## src/rtl/proj_read_streamer.sv

```systemverilog
// Read streamer: buffers packed DNA words and serialises each read into
// exactly READ_LEN bases toward the minhash core, honouring its wait stall.
module proj_read_streamer #(
    parameter int BASE_LEN       = 2,
    parameter int BASES_PER_WORD = 16,
    parameter int READ_LEN       = 150,
    parameter int FIFO_DEPTH     = 4,
    localparam int WORD_W        = BASE_LEN * BASES_PER_WORD
) (
    input  logic                clk,
    input  logic                rst,
    input  logic                s_valid,
    output logic                s_ready,
    input  logic [WORD_W-1:0]   s_data,
    input  logic                s_last,
    input  logic                core_wait,
    output logic [BASE_LEN-1:0] base_out,
    output logic                base_valid,
    output logic                start_out,
    output logic                read_done,
    output logic                err_len,
    output logic                busy
);

    localparam int WPR    = (READ_LEN + BASES_PER_WORD - 1) / BASES_PER_WORD;
    localparam int LAST_N = READ_LEN - (WPR - 1) * BASES_PER_WORD;
    localparam int PW     = $clog2(FIFO_DEPTH);
    localparam int CW     = PW + 1;
    localparam int WIW    = $clog2(WPR + 1);
    localparam int BIW    = $clog2(BASES_PER_WORD + 1);

    typedef enum logic [1:0] {
        S_IDLE,
        S_STREAM,
        S_DONE
    } state_t;

    state_t r_state;
    state_t w_state_nxt;

    logic [WORD_W-1:0]   r_mem [FIFO_DEPTH];
    logic [PW-1:0]       r_wr_ptr;
    logic [PW-1:0]       r_rd_ptr;
    logic [CW-1:0]       r_count;
    logic [WIW-1:0]      r_word_idx;
    logic [BIW-1:0]      r_base_idx;
    logic [WIW-1:0]      r_wr_cnt;

    logic                r_s_ready;
    logic [BASE_LEN-1:0] r_base_out;
    logic                r_base_valid;
    logic                r_start;
    logic                r_read_done;
    logic                r_err_len;
    logic                r_busy;

    logic                w_push;
    logic                w_pop;
    logic                w_empty;
    logic                w_emit;
    logic                w_last_word;
    logic                w_word_end;
    logic                w_wr_last;
    logic [CW-1:0]       w_count_nxt;
    logic [WORD_W-1:0]   w_head;
    logic [BASE_LEN-1:0] w_base;

    assign w_empty     = (r_count == '0);
    assign w_push      = s_valid && r_s_ready;
    assign w_head      = r_mem[r_rd_ptr];
    assign w_last_word = (r_word_idx == WIW'(WPR - 1));
    assign w_word_end  = w_last_word ? (r_base_idx == BIW'(LAST_N - 1))
                                     : (r_base_idx == BIW'(BASES_PER_WORD - 1));
    assign w_emit      = (r_state == S_STREAM) && !core_wait && !w_empty;
    // Word leaves the FIFO on its last used base; tail bases are dropped.
    assign w_pop       = w_emit && w_word_end;
    assign w_count_nxt = r_count + CW'(w_push) - CW'(w_pop);
    assign w_wr_last   = (r_wr_cnt == WIW'(WPR - 1));

    always_comb begin
        w_base = w_head[int'(r_base_idx) * BASE_LEN +: BASE_LEN];
    end

    always_comb begin
        w_state_nxt = r_state;
        unique case (r_state)
            S_IDLE: begin
                if (!w_empty && !core_wait)
                    w_state_nxt = S_STREAM;
            end
            S_STREAM: begin
                if (w_pop && w_last_word)
                    w_state_nxt = S_DONE;
            end
            S_DONE: begin
                // A queued read may start straight away to keep reads back-to-back.
                if (!w_empty && !core_wait)
                    w_state_nxt = S_STREAM;
                else
                    w_state_nxt = S_IDLE;
            end
            default: w_state_nxt = S_IDLE;
        endcase
    end

    always_ff @(posedge clk) begin
        if (w_push)
            r_mem[r_wr_ptr] <= s_data;
    end

    always_ff @(posedge clk or posedge rst) begin
        if (rst) begin
            r_state      <= S_IDLE;
            r_wr_ptr     <= '0;
            r_rd_ptr     <= '0;
            r_count      <= '0;
            r_word_idx   <= '0;
            r_base_idx   <= '0;
            r_wr_cnt     <= '0;
            r_s_ready    <= 1'b1;
            r_base_out   <= '0;
            r_base_valid <= 1'b0;
            r_start      <= 1'b0;
            r_read_done  <= 1'b0;
            r_err_len    <= 1'b0;
            r_busy       <= 1'b0;
        end else begin
            r_state      <= w_state_nxt;
            r_count      <= w_count_nxt;
            r_s_ready    <= (w_count_nxt != CW'(FIFO_DEPTH));
            r_busy       <= (w_state_nxt != S_IDLE) || (w_count_nxt != '0);
            r_base_valid <= w_emit;
            r_start      <= w_emit && (r_word_idx == '0) && (r_base_idx == '0);
            r_read_done  <= (r_state == S_DONE);
            r_err_len    <= 1'b0;

            if (w_push) begin
                r_wr_ptr <= r_wr_ptr + PW'(1);
                if (s_last != w_wr_last) begin
                    r_err_len <= 1'b1;
                    r_wr_cnt  <= '0;
                end else if (w_wr_last) begin
                    r_wr_cnt  <= '0;
                end else begin
                    r_wr_cnt  <= r_wr_cnt + WIW'(1);
                end
            end

            if (w_pop)
                r_rd_ptr <= r_rd_ptr + PW'(1);

            if (w_emit) begin
                r_base_out <= w_base;
                if (w_word_end) begin
                    r_base_idx <= '0;
                    r_word_idx <= w_last_word ? '0 : r_word_idx + WIW'(1);
                end else begin
                    r_base_idx <= r_base_idx + BIW'(1);
                end
            end
        end
    end

    assign s_ready    = r_s_ready;
    assign base_out   = r_base_out;
    assign base_valid = r_base_valid;
    assign start_out  = r_start;
    assign read_done  = r_read_done;
    assign err_len    = r_err_len;
    assign busy       = r_busy;

endmodule

```

## config.mk

```make
export PLATFORM = sky130hd
export DESIGN_NAME = proj_read_streamer
export DESIGN_NICKNAME = d
export VERILOG_FILES = /design/src/rtl/proj_read_streamer.sv
export SDC_FILE = /design/constraint.sdc
export NUM_CORES = 1
export LEC_CHECK = 0
export CAP_MARGIN = 10
export CORE_MARGIN = 1
export CORE_UTILIZATION = 50
export DETAILED_ROUTE_END_ITERATION = 8
export PLACE_DENSITY = 0.7
export SYNTH_ARGS = -nofsm -noshare
export SYNTH_HDL_FRONTEND = slang
export SYNTH_SLANG_ARGS = --single-unit
```

## constraint.sdc

```tcl
create_clock -name clk -period 3.95 [get_ports clk]
set_clock_uncertainty 0.2 [all_clocks]
set_input_delay 0.5925 -clock clk [delete_from_list [all_inputs] [get_ports clk]]
set_output_delay 0.5925 -clock clk [all_outputs]
set_load 0.05 [all_outputs]
```

==> metrics.md <==
| Metric | Value |
|---|---|
| Overall global routing resource usage | 19.0% |
| Final Instance Area | 0.00764 sq mm |
| Post-route DRC | 0 |
| DRT Wirelength | 11.1 mm |
| Antenna viol nets, final | 0 |
| Area Growth Syn to Fin | 19.6% |
| Crit end category | flip-flop |
| Final worst path period need | 3.02 ns |
| IO buf count | 44 |
| Most used DFF post-synth | edfxtp_1 |
| Drt wl/cell | 18.8 microns |
| Gate Count Post-Synth | 355 |
| Num CTS Buffers | 17 |
| Synthesized Nets | 402 |
| Slew @ Worst Pin | 0.691 ns |
| Worst min path class | primary input to async pin |
| Share of the synthesized area in the top cell type | 60.1% |
| Post-Syn Area | 0.00639 sq mm |
| CTS H-Tree Depth | 4 |
| Fmax | 331 MHz |
| Crit path to | busy$_DFF_PP0_ |
| Cts repair resizes | 0 |
| Data arrival, critical path | 3.17 ns |
| Initial Util | 52.3% |
| Placer Congestion | 0.800 |
| Fin nets | 457 |
| Total power after layout | 5.37 mW |
| Crit Reg-Reg Startpoint | r_state[1]$_DFF_PP0_ |
| Drt first-iter violations | 197 |
| Die ar. | 0.0132 sq mm |
| Leakage | 2.66 nW |
| Top post-synthesis cells by area | edfxtp_1 (60%), dfrtp_1 (11%), mux4_2 (7.4%), mux4_1 (2.9%), mux2i_1 (2.0%) |
| RSZ-0062 raised after global routing | false |
| Critical-path maximum fanout | 6 |
| Post-CTS Setup Bufs | 0 |
| CTS tree | built |
| Placed insts | 558 |
| Mean area per synthesized cell | 18.0 sq um |
| Crit-path most repeated cell | xnor2_1 |
| Hold_buf cts | 0 |
| Largest stage delay, worst path | 0.48 ns |
| Clock root cell | clkbuf_16 |
| Number of global-route vias before repair | 3368 |
| # IOs | 45 |
| Max-slew violations | 0 |
| Vias after detailed routing | 3296 |
| Reg2Reg Setup Slack | 1.05 ns |
| Status | completed |
| Setup TNS | 0 ns |
| Setup CP Type | primary input to flip-flop |
| Fill cells | 904 |
| Area leader, netlist | edfxtp_1 |
| Ant. Diodes | 0 |
| Pwr Density | 702 mW/mm^2 |
| Finished Layout Cells | 591 |
| Post-synth EDFFs | 128 |
| Clock sink total | 158 |
| Die width | 115 microns |
| Clock transition at path regs | 0.06 ns |
| Post-DP HPWL | 6.50 mm |
| Initial antenna violation count | 0 |
| Worst Setup Start Kind | primary input |
| Grt total ovfl | 0 |
| Async set-reset flop share out of synthesis | 19.0% |
| Worst-Skew Late Latency | 0.42 ns |
| Placed Area | 0.00701 sq mm |
| Synth Warn # | 0 |
| Area of the core | 0.0122 sq mm |
| Worst EP required | 4.10 ns |
| Clock Path Buffers | 2 |
| Pre-antenna DRT Iters | 5 |
| Share of cells above drive strength 1 | 15.6% |
| Final setup viols | 0 |
| Reg2reg end | busy$_DFF_PP0_ |
| Number of synthesized register bits | 158 |
| Sequential share of the synthesized area | 71.9% |
| Peak VDD IR | 0.296 mV |
| Worst-path cell chain | clkdlybuf4s50_1 -> or3_1 -> nor2_1 -> o2111a_2 -> xnor2_1 -> ha_1 -> fa_1 -> xnor2_1 -> xnor2_1 -> inv_1 -> nand4_1 |
| Slowest CP cell | or3_1 |
| CP startpoint | core_wait |
| Slew margin rel. | 53.9% |
| # rows | 40 |
| Vias/cell | 5.58 |
| Die height | 115 microns |
| Final period utilization | 76.4% |
| Max-cap violations | 0 |
| Final Hold Fails | 0 |
| Worst r2r path cells | 11 |
| Largest net degree at the start of global routing | 33 |
| First-pass GRT wire length | 17.8 mm |
| Synth cell types | 50 |
[power by group]
part / internal (mW) / leakage (nW) / switching [mW]
registers: 2.18 / 1.54 / 0.240
logic: 0.593 / 0.832 / 0.701
clock network: 1.05 / 0.283 / 0.609
[cells in the final DEF (no fill, tap or decap), drive strengths merged, types with 2 or more instances in the layout]
cell type | synthesis | routed
edfxtp | 128 | 128
clkdlybuf4s50 | 0 | 44
dfrtp | 29 | 29
mux4 | 28 | 28
nand2 | 26 | 26
clkbuf | 6 | 20
nor2 | 13 | 13
mux2i | 13 | 13
ha | 9 | 9
buf | 11 | 9
xnor2 | 8 | 8
nor2b | 8 | 8
inv | 8 | 8
and3 | 6 | 6
nand4 | 6 | 6
xor2 | 5 | 5
nand3 | 5 | 5
o21ai | 5 | 5
clkinv | 1 | 5
a22oi | 4 | 4
bufinv | 0 | 4
clkinvlp | 0 | 4
nor3 | 3 | 3
nand2b | 3 | 3
mux2 | 3 | 3
or3 | 2 | 2
nand3b | 2 | 2
a21oi | 2 | 2
a22o | 2 | 2
[sequential cells by signal, summed over array words and instances (netlist names), 2 cells and up]
| signal | flops |
|---|---|
| r_state | 2 |
| r_word_idx | 4 |
| r_rd_ptr | 2 |
| r_count | 3 |
| r_base_idx | 5 |
| base_out | 2 |
| r_mem | 128 |
| r_wr_ptr | 2 |
| r_wr_cnt | 4 |
[routing by layer]
| metal | vias to the layer above | part of all wire (%) | GRT usage [%] |
|---|---|---|---|
| met2 | 80 | 51 | 31.4 |
| met3 | 18 | 3.5 | 4.22 |
| met5 | - | 0 | 0 |
| met4 | 0 | 2.1 | 9.35 |
| met1 | 1697 | 43 | 23.9 |
| li1 | 1501 | - | - |
[critical path, delay by kind of cell]
kind                       cells  cell delay [ns]
and+or+nand+nor                3             0.78
buffers and inverters          2             0.47
adders and majority gates      2             0.59
xor gates and xnor gates       3             0.44
AOI/OAI and AO/OA              1             0.29
[worst min-delay path by stage]
stage | startpoint | to | slack [ns] | cells after the start
2_1_floorplan | r_state[0]$_DFF_PP0_ | read_done$_DFF_PP0_ | 0.22 | 1
3_3_place_gp | r_state[0]$_DFF_PP0_ | read_done$_DFF_PP0_ | 0.23 | 1
3_5_place_dp | r_state[0]$_DFF_PP0_ | read_done$_DFF_PP0_ | 0.24 | 1
4_1_cts | r_state[0]$_DFF_PP0_ | read_done$_DFF_PP0_ | 0.25 | 1
5_1_grt | rst | r_wr_ptr[0]$_DFFE_PP0P_ | 0.24 | 2
6_report | rst | r_wr_ptr[0]$_DFFE_PP0P_ | 0.24 | 2
[kinds of logic after synthesis]
family / Yosys count / synth area share [%]
flops: 158 / 71.9
compound gates: 26 / 3.15
fa+ha+maj: 10 / 2.08
buf+inv: 26 / 2.15
simple gates: 78 / 6.09
xor+xnor: 13 / 1.78
mux: 44 / 12.8
[area by class of cell]
cell class,instances,area (sq um),share of cell area [%]
Clock buffer,20,437,5.71
Clock inverter,12,169,2.21
Inverter,9,33.8,0.442
Multi-Input combinational cell,171,1660,21.7
Sequential cell,158,4600,60.1
Tap cell,168,210,2.75
Timing Repair Buffer,53,541,7.07
[cells in the mapped netlist (all sizes together) (2+ instances only)]
library cell,instances
nand2,26
o21ai,5
mux4,28
nand3,5
inv,8
nor2,13
a22o,2
nor3,3
nand4,6
mux2i,13
ha,9
edfxtp,128
a22oi,4
mux2,3
nor2b,8
nand2b,3
dfrtp,29
a21oi,2
or3,2
xor2,5
buf,11
and3,6
xnor2,8
nand3b,2
clkbuf,6
[through the flow]
| stage | hold WS [ns] | setup WS [ns] | util, % |
|---|---|---|---|
| after global routing | 0.243 | 0.778 | 62.6 |
| after global placement | 0.232 | 0.607 | 57.4 |
| after CTS | 0.253 | 0.967 | 62.4 |
| final | 0.236 | 0.930 | 62.6 |
| after detailed placement | 0.244 | 0.564 | 57.4 |
| after floorplan | 0.219 | 0.958 | - |
Note: power is estimated with default switching activity, not from simulation.
